===== src/rtl/enc_pkg.sv =====
// Shared types and constants for the encryption sequencer: FSM states,
// the LFSR tap table and the padding/seed constants.
package enc_pkg;

  typedef enum logic [2:0] {
    S_IDLE,
    S_CFG0,
    S_CFG1,
    S_CFG2,
    S_CFG3,
    S_FETCH,
    S_WRITE,
    S_DONE
  } state_t;

  localparam int         NUM_PTRN     = 9;
  localparam logic [3:0] PTRN_LAST    = 4'(NUM_PTRN - 1);
  localparam logic [7:0] SPACE        = 8'h20;
  localparam logic [6:0] DEFAULT_SEED = 7'h01;

  // Feedback masks for the 7-bit maximal-length LFSR, one per pattern index.
  localparam logic [6:0] TAP_TABLE [NUM_PTRN] = '{
    7'h60, 7'h48, 7'h78, 7'h72, 7'h6A, 7'h69, 7'h5C, 7'h7E, 7'h7B
  };

  // Out-of-range pattern indices fall back to pattern 0.
  function automatic logic [6:0] tap_lookup(input logic [3:0] idx);
    logic [6:0] t;
    t = TAP_TABLE[0];
    for (int k = 0; k < NUM_PTRN; k++) begin
      if (idx == 4'(k)) t = TAP_TABLE[k];
    end
    return t;
  endfunction

  function automatic logic [7:0] add_parity(input logic [7:0] c);
    return {^c[6:0], c[6:0]};
  endfunction

endpackage


===== src/rtl/encrypt_sequencer_lfsr7.sv =====
// 7-bit Fibonacci-style LFSR: parallel load of a seed, single-step shift
// with the feedback bit formed as the parity of the tapped state bits.
module lfsr7
  import enc_pkg::*;
(
  input  logic       clk,
  input  logic       rst_n,
  input  logic       i_load,
  input  logic       i_step,
  input  logic [6:0] i_seed,
  input  logic [6:0] i_taps,
  output logic [6:0] o_q
);

  logic [6:0] r_q;
  logic [6:0] w_next;

  assign w_next = {r_q[5:0], ^(r_q & i_taps)};
  assign o_q    = r_q;

  always_ff @(posedge clk or negedge rst_n) begin
    if (!rst_n) begin
      r_q <= DEFAULT_SEED;
    end else if (i_load) begin
      r_q <= i_seed;
    end else if (i_step) begin
      r_q <= w_next;
    end
  end

endmodule


===== src/rtl/encrypt_sequencer.sv =====
// Memory-driven encryption job: reads config, builds the space-padded message
// on the fly, XORs with the LFSR, adds even parity and writes the output block.
module encrypt_sequencer
  import enc_pkg::*;
#(
  parameter int AW       = 8,
  parameter int MSG_BASE = 0,
  parameter int CFG_BASE = 61,
  parameter int OUT_BASE = 64,
  parameter int NUM_OUT  = 64,
  parameter int MSG_MAX  = 61
) (
  input  logic          clk,
  input  logic          init_n,
  input  logic          req,
  output logic          ack,
  output logic          busy,
  output logic          err_ptn,
  output logic [AW-1:0] dm_addr,
  output logic          dm_wr_en,
  output logic [7:0]    dm_wr_data,
  input  logic [7:0]    dm_rd_data
);

  state_t        r_state, w_state_nxt;
  logic          r_armed, r_ack, r_busy, r_err;
  logic [AW-1:0] r_idx;
  logic [7:0]    r_pre;
  logic [3:0]    r_pt;
  logic [6:0]    r_taps;

  logic [AW:0]   w_diff;
  logic          w_in_msg, w_last;
  logic [7:0]    w_padded;
  logic [6:0]    w_seed, w_lfsr;
  logic          w_load, w_step;
  logic [AW-1:0] w_addr;
  logic          w_we;
  logic [7:0]    w_wdata;

  // The extra top bit flags i < pre, so a large pre never wraps into the message.
  assign w_diff   = {1'b0, r_idx} - (AW+1)'(r_pre);
  assign w_in_msg = !w_diff[AW] && (w_diff < (AW+1)'(MSG_MAX));
  assign w_last   = (r_idx == AW'(NUM_OUT - 1));
  assign w_padded = w_in_msg ? dm_rd_data : SPACE;
  assign w_seed   = (dm_rd_data[6:0] == 7'd0) ? DEFAULT_SEED : dm_rd_data[6:0];

  lfsr7 u_lfsr (
    .clk    (clk),
    .rst_n  (init_n),
    .i_load (w_load),
    .i_step (w_step),
    .i_seed (w_seed),
    .i_taps (r_taps),
    .o_q    (w_lfsr)
  );

  always_comb begin
    w_state_nxt = r_state;
    w_addr      = '0;
    w_we        = 1'b0;
    w_wdata     = '0;
    w_load      = 1'b0;
    w_step      = 1'b0;
    case (r_state)
      S_IDLE:  if (r_armed && !req) w_state_nxt = S_CFG0;
      S_CFG0: begin
        w_addr      = AW'(CFG_BASE);
        w_state_nxt = S_CFG1;
      end
      S_CFG1: begin
        w_addr      = AW'(CFG_BASE + 1);
        w_state_nxt = S_CFG2;
      end
      S_CFG2: begin
        w_addr      = AW'(CFG_BASE + 2);
        w_state_nxt = S_CFG3;
      end
      S_CFG3: begin
        w_load      = 1'b1;
        w_state_nxt = S_FETCH;
      end
      S_FETCH: begin
        if (w_in_msg) w_addr = AW'(MSG_BASE) + w_diff[AW-1:0];
        w_state_nxt = S_WRITE;
      end
      S_WRITE: begin
        w_addr      = AW'(OUT_BASE) + r_idx;
        w_we        = 1'b1;
        w_wdata     = add_parity(w_padded ^ {1'b0, w_lfsr});
        w_step      = 1'b1;
        w_state_nxt = w_last ? S_DONE : S_FETCH;
      end
      S_DONE:  if (req) w_state_nxt = S_IDLE;
      default: w_state_nxt = S_IDLE;
    endcase
  end

  always_ff @(posedge clk or negedge init_n) begin
    if (!init_n) begin
      r_state <= S_IDLE;
      r_armed <= 1'b0;
      r_ack   <= 1'b0;
      r_busy  <= 1'b0;
      r_err   <= 1'b0;
      r_idx   <= '0;
    end else begin
      r_state <= w_state_nxt;
      case (r_state)
        S_IDLE: begin
          if (req) begin
            r_armed <= 1'b1;
          end else if (r_armed) begin
            r_armed <= 1'b0;
            r_busy  <= 1'b1;
            r_ack   <= 1'b0;
            r_err   <= 1'b0;
            r_idx   <= '0;
          end
        end
        S_CFG3:  r_err <= (r_pt > PTRN_LAST);
        S_WRITE: begin
          r_idx <= r_idx + AW'(1);
          if (w_last) begin
            r_busy <= 1'b0;
            r_ack  <= 1'b1;
          end
        end
        S_DONE: begin
          if (req) begin
            r_ack   <= 1'b0;
            r_armed <= 1'b1;
          end
        end
        default: ;
      endcase
    end
  end

  // Config data registers: captured one cycle after their address was issued.
  always_ff @(posedge clk) begin
    if (r_state == S_CFG1) r_pre  <= dm_rd_data;
    if (r_state == S_CFG2) r_pt   <= dm_rd_data[3:0];
    if (r_state == S_CFG3) r_taps <= tap_lookup(r_pt);
  end

  assign ack        = r_ack;
  assign busy       = r_busy;
  assign err_ptn    = r_err;
  assign dm_addr    = w_addr;
  assign dm_wr_en   = w_we;
  assign dm_wr_data = w_wdata;

endmodule


===== config.mk =====
export PLATFORM = sky130hd
export DESIGN_NAME = encrypt_sequencer
export DESIGN_NICKNAME = d
export VERILOG_FILES = /design/src/rtl/enc_pkg.sv /design/src/rtl/encrypt_sequencer_lfsr7.sv /design/src/rtl/encrypt_sequencer.sv
export SDC_FILE = /design/constraint.sdc
export NUM_CORES = 1
export LEC_CHECK = 0
export ABC_CLOCK_PERIOD_IN_PS = 6200
export BUFFER_PORTS_ARGS = -buffer_cell sky130_fd_sc_hd__buf_2
export CORE_MARGIN = 2
export CORE_UTILIZATION = 60
export CTS_BUF_LIST = sky130_fd_sc_hd__clkbuf_2
export CTS_CLUSTER_SIZE = 12
export DETAILED_ROUTE_END_ITERATION = 16
export MAX_ROUTING_LAYER = met4
export PLACE_DENSITY = 0.83
export SLEW_MARGIN = 20
export SYNTH_ARGS = -nofsm -noshare
export SYNTH_HDL_FRONTEND = slang
export SYNTH_SLANG_ARGS = --single-unit

===== constraint.sdc =====
create_clock -name clk -period 6.2 [get_ports clk]
set_clock_uncertainty 0.2 [all_clocks]
set_input_delay 1.24 -clock clk [delete_from_list [all_inputs] [get_ports clk]]
set_output_delay 1.24 -clock clk [all_outputs]
set_load 0.01 [all_outputs]

Word level (Yosys, flattened, before mapping). Cells that the tools add are included.

Bits in registers: 41. Output and inout port bits: 20.

$lt $le $gt $ge: 2. Bitwise logic cells: 2. Mux-type cells: 36. Eq/ne operators: 21. $add $sub $neg: 3. Reduce and logical (&&, ||, !) cells: 23.

Operators with widths (number): $pmux 8 s5 (1); $mux 6 (6); $mux 8 (4); $mux 7 (4); $pmux 3 s8 (1); $eq 4x3->1 const B (4); $pmux 8 s2 (1); $reduce_xor 7->1 (2); $eq 3x3->1 const B (4); $mux 1 (11); $ne 2x2->1 const B (5); $lt 9x6->1 const B (1); $mux 3 (3); $sub 8x8->9 (1); $add 7x8->8 const A (1); $add 8x1->8 const B (1); $eq 4x2->1 const B (2); $eq 8x6->1 const B (1); $reduce_bool 2->1 (4); $and 7x7->7 (1); $logic_not 7->1 (1); $reduce_or 7->1 (1); $xor 7x7->7 (1); $eq 3x2->1 const B (2); 18 further kinds (24).

Depth between registers and ports, before layout.
Depth in word-level cells: 8. Mapped depth: 10. Mapped depth without buffers: 9.

Modules after synthesis. From an unflattened synthesis, not the netlist that was laid out.

Cell total of the unflattened synthesis: 300. Area total of the unflattened synthesis: 2813.9 µm².

By module, submodules not included: encrypt_sequencer (sequential area each 915.9 µm², area an instance 2404.8 µm², instances 1, cells each 258); lfsr7 (sequential area each 176.4 µm², area an instance 409.1 µm², instances 1, cells each 42).

Worst setup path after synthesis. Ideal clock, no wire load.

Path type: register to output. Start point: reg r_idx[0]. End point: out dm_addr[0]. Required time: 4.760 ns. Data arrival time: 2.778 ns. Slack: 1.982 ns. Path buffers: 1. Stages on the path, launching flop included: 11. Path through: dfrtp_1 > inv_1 > ha_1 > fa_1 > nand2b_1 > a2111o_1 > a31o_1 > a2111oi_4 > or3_1 > buf_6 > o311ai_2.

Cells in the longest elaborated chain, start to end: 5. Elaborated cells between the ends (all ways): 7.

RTL lines: from (decl) (line encrypt_sequencer.sv:27) `logic [AW-1:0] r_idx;`; from (signal assigned) (line encrypt_sequencer.sv:123) `r_idx <= r_idx + AW'(1);`; $sub 8x8->9 (line encrypt_sequencer.sv:42) `assign w_diff = {1'b0, r_idx} - (AW+1)'(r_pre);`; $lt 9x6->1 / $logic_not 1->1 (equally long branches) (line encrypt_sequencer.sv:43) `assign w_in_msg = !w_diff[AW] && (w_diff < (AW+1)'(MSG_MAX));`; $logic_and 1x1->1 (line encrypt_sequencer.sv:43); $mux 8 (line encrypt_sequencer.sv:84) `if (w_in_msg) w_addr = AW'(MSG_BASE) + w_diff[AW-1:0];`; $pmux 8 s5 * (line encrypt_sequencer.sv:65) `case (r_state)`; to (decl) (line encrypt_sequencer.sv:19) `output logic [AW-1:0] dm_addr,`.

Every way passes the cells marked *; elsewhere a longest branch is shown, timed or not.

Final worst setup path.
Start point: reg r_idx[0]. End point: out dm_wr_data[5].

Cells in the longest elaborated chain, start to end: 6. Elaborated cells between the ends (all ways): 7.

RTL lines: $sub 8x8->9 * (line encrypt_sequencer.sv:42); $lt 9x6->1 / $logic_not 1->1 (equally long branches) (line encrypt_sequencer.sv:43); $logic_and 1x1->1 * (line encrypt_sequencer.sv:43); $mux 7 * (line encrypt_sequencer.sv:45) `assign w_padded = w_in_msg ? dm_rd_data : SPACE;`; $xor 7x7->7 * (line encrypt_sequencer.sv:90) `w_wdata = add_parity(w_padded ^ {1'b0, w_lfsr});`; $mux 8 * (line encrypt_sequencer.sv:65); to (decl) (line encrypt_sequencer.sv:21) `output logic [7:0] dm_wr_data,`.

Marks and branches as above.

==> impl_metrics.yaml <==
floorplanning:
  core_um2: 4660
  die_area_um2: 5340
  fp.dieW_um: 73.1
  num_rows: 25
  initial_core_util: 0.614
  die_h_um: 73.1
  io_pins: 31
pwr:
  netSwitchingPower_uw: 220
  power_frac_comb: 0.277
  p_leak_nw: 1.26
  peakVddDrop_mv: 0.193
  power.density_nw_per_um2: 210
  fin_total_pwr_uw: 645
  seqPwrFrac: 0.534
  switching_share: 0.340
  clkPwrFrac: 0.189
  intPower_uw: 426
grt:
  grt_util_all_layers: 0.273
  grt_max_degree: 27
  antenna_found_initial: 0
  grt_pass1_wl_um: 11000
  grt_pass1_vias: 2303
  gr-total-overflow: 0
setup_path:
  crit_required_ns: 4.76
  cp.arrival_ns: 3.72
  crit_chain: "inv_1, ha_1, fa_1, nand2b_1, a2111o_1, a31o_1, a2111oi_4, or3_1, o31ai_2, buf_2"
  cpPeakStageDelay_ns: 0.62
  cp-end-kind: "output pin"
  rr_worst_depth: 6
  crit_slowest_cell: "a2111oi_4"
  critPathKind: "register to output pin"
  cp_max_fo: 9
  start_kind: "register"
final_layout:
  final_core_util: 0.658
  stdcell_area_um2: 3070
  final_nets: 362
  antenna_cells: 0
  drive_gt1_frac: 0.147
  synthToLayoutAreaGrowth_pct: 7.21
synth:
  async_reset_ff_frac: 0.550
  yosys-top-cells-area: "edfxtp_1, dfrtp_1, xnor2_1, nand2_1, mux2i_1"
  syn-cell-area_um2: 2860
  synth-seq-area-share: 0.382
  yosys.area.top_type_share: 0.189
  synth.distinct_cells: 55
  ys_ff_latch: 40
  netlist_instances: 318
  yosys.area.top_type: "edfxtp_1"
  synthFlopType: "dfrtp_1"
  synth_edf_count: 18
  synth_nets: 340
  synth_warnings: 0
  synth.avg_cell_area_um2: 9.00
route:
  first_pass_iters: 6
  drc: 0
  ant_nets: 0
  drtIter0Drc: 260
  wirelength_um: 6570
  vias: 2421
  vias_per_cell: 6.13
  wl_per_cell_um: 16.6
flow_run:
  cap_violations: 0
clock_network:
  root_buffer: "clkbuf_2"
  cts_setup_buffers: 0
  ctsHoldBuffers: 0
  clkTransAtPathRegs_ns: 0.26
  clock_latency_ns: 0.44
  cts_buffers: 5
  clockBufferDepth: 2
  clock_sinks: 40
  cts_tree: "done"
  htree_levels: 2
  ctsResizeCount: 0
placed_design:
  io_buffers: 30
  place_congestion: 0.854
  placed_area_um2: 3020
  dpl.hpwl_um: 4850
timing:
  rsz0062_at_grt: "no"
  drv_slew: 0
  fin_crit_sh: 0.833
  fmax_mhz: 194
  worst_pin_slew_ns: 1.00
  relSlewSlack: 0.328
  setup_tns_ns: 0
  period_needed_ns: 5.16
  setup_viol: 0
  hold_viol: 0
status:
  status: "finished clean"
min_path:
  hp-class: "register to register"
  whs_path_depth: 2
[stage by stage]
step	worst slack (ns)	hold slack, ns	cells
CTS	1.05	0.348	395
global placement	1.63	0.284	387
floorplan	1.98	0.310	318
finish	1.04	0.347	395
detailed placement	1.52	0.297	387
global route	0.817	0.366	395
[layout make-up]
type	instances	area, µm²
multi-input cells	243	1640
fillers	368	1590
flip-flops and latches	40	1090
repair buffers	30	150
inverters	20	75.1
well taps	54	67.6
clock buffers	5	25.0
clock inverters	3	17.5
[path summary, 6_finish.rpt]
kind                            startpoint       endpoint  slack [ns]
min in group asynchronous           init_n            ack        0.50
worst min-delay path               err_ptn        err_ptn        0.35
worst max register to register  r_state[1]       r_idx[4]        3.32
max in group asynchronous           init_n  u_lfsr.o_q[0]        4.87
worst min register to register     err_ptn        err_ptn        0.35
worst max-delay path              r_idx[0]  dm_wr_data[5]        1.04
[power by group through the flow]
stage | Combinational, mW | Sequential [mW] | Clock, mW
CTS | 0.179 | 0.344 | 0.123
floorplan | 0.148 | 0.336 | 0
global placement | 0.164 | 0.347 | 0
detailed placement | 0.178 | 0.349 | 0
global route | 0.196 | 0.349 | 0.130
finish | 0.179 | 0.345 | 0.122
[state kept, by name (all words and copies together) (netlist names)]
signal,cells
r_idx,8
r_pre,8
u_lfsr.o_q,7
r_taps,6
r_pt,4
r_state,3
ack,1
busy,1
err_ptn,1
r_armed,1
[critical path: cells and delay by family, from the launching register on]
kind	cells	cell delay (ns)
buf+inv	2	0.24
flops	1	0.44
fa+ha+maj	2	0.68
compound gates	4	1.41
simple gates	2	0.57
[logic make-up (layout without fill, tap and decap cells)]
kind of cell	after synthesis	count (layout)	share of synthesized area
simple gates	125	125	0.220
compound gates	68	68	0.174
flops	40	40	0.382
buf+inv	35	58	0.0485
xor+xnor	26	26	0.0796
mux	13	13	0.0455
fa+ha+maj	11	11	0.0507
[synthesized netlist by cell type (2+ instances only)]
cell type,number
nand3_1,6
nand2b_1,9
nand2_1,46
ha_1,10
o311ai_2,2
mux2i_1,13
xor2_1,6
o31ai_1,2
o2111ai_1,2
and3_1,3
a21o_1,3
o211ai_1,2
o22ai_1,3
inv_1,20
nor2b_1,6
nor4b_1,7
nand3b_1,5
clkbuf_1,13
edfxtp_1,18
a21oi_1,16
and2_1,3
xnor2_1,20
o31ai_2,3
or3_1,2
nor2_1,21
nor3b_1,3
o21ai_0,19
dfrtp_1,21
nor3_1,8
[routing by layer]
| layer | GRT usage | wire length, µm | vias to the layer above |
|---|---|---|---|
| met4 | 0.103 | 119 | 0 |
| li1 | - | - | 1173 |
| met5 | - | 0 | - |
| met3 | 0.0414 | 388 | 12 |
| met2 | 0.417 | 3160 | 83 |
| met1 | 0.369 | 2900 | 1153 |
[placed cells by master (no fill, tap or decap), drive strengths merged, types with 7 or more instances in the layout]
cell	count
nand2	46
inv	21
mux2i	13
ha	10
a21oi	16
o21ai	19
nor4b	7
edfxtp	18
dfrtp	21
xnor2	20
nor3	8
nand2b	10
buf	30
nor2	21
Power figures use the tool's default switching activity.
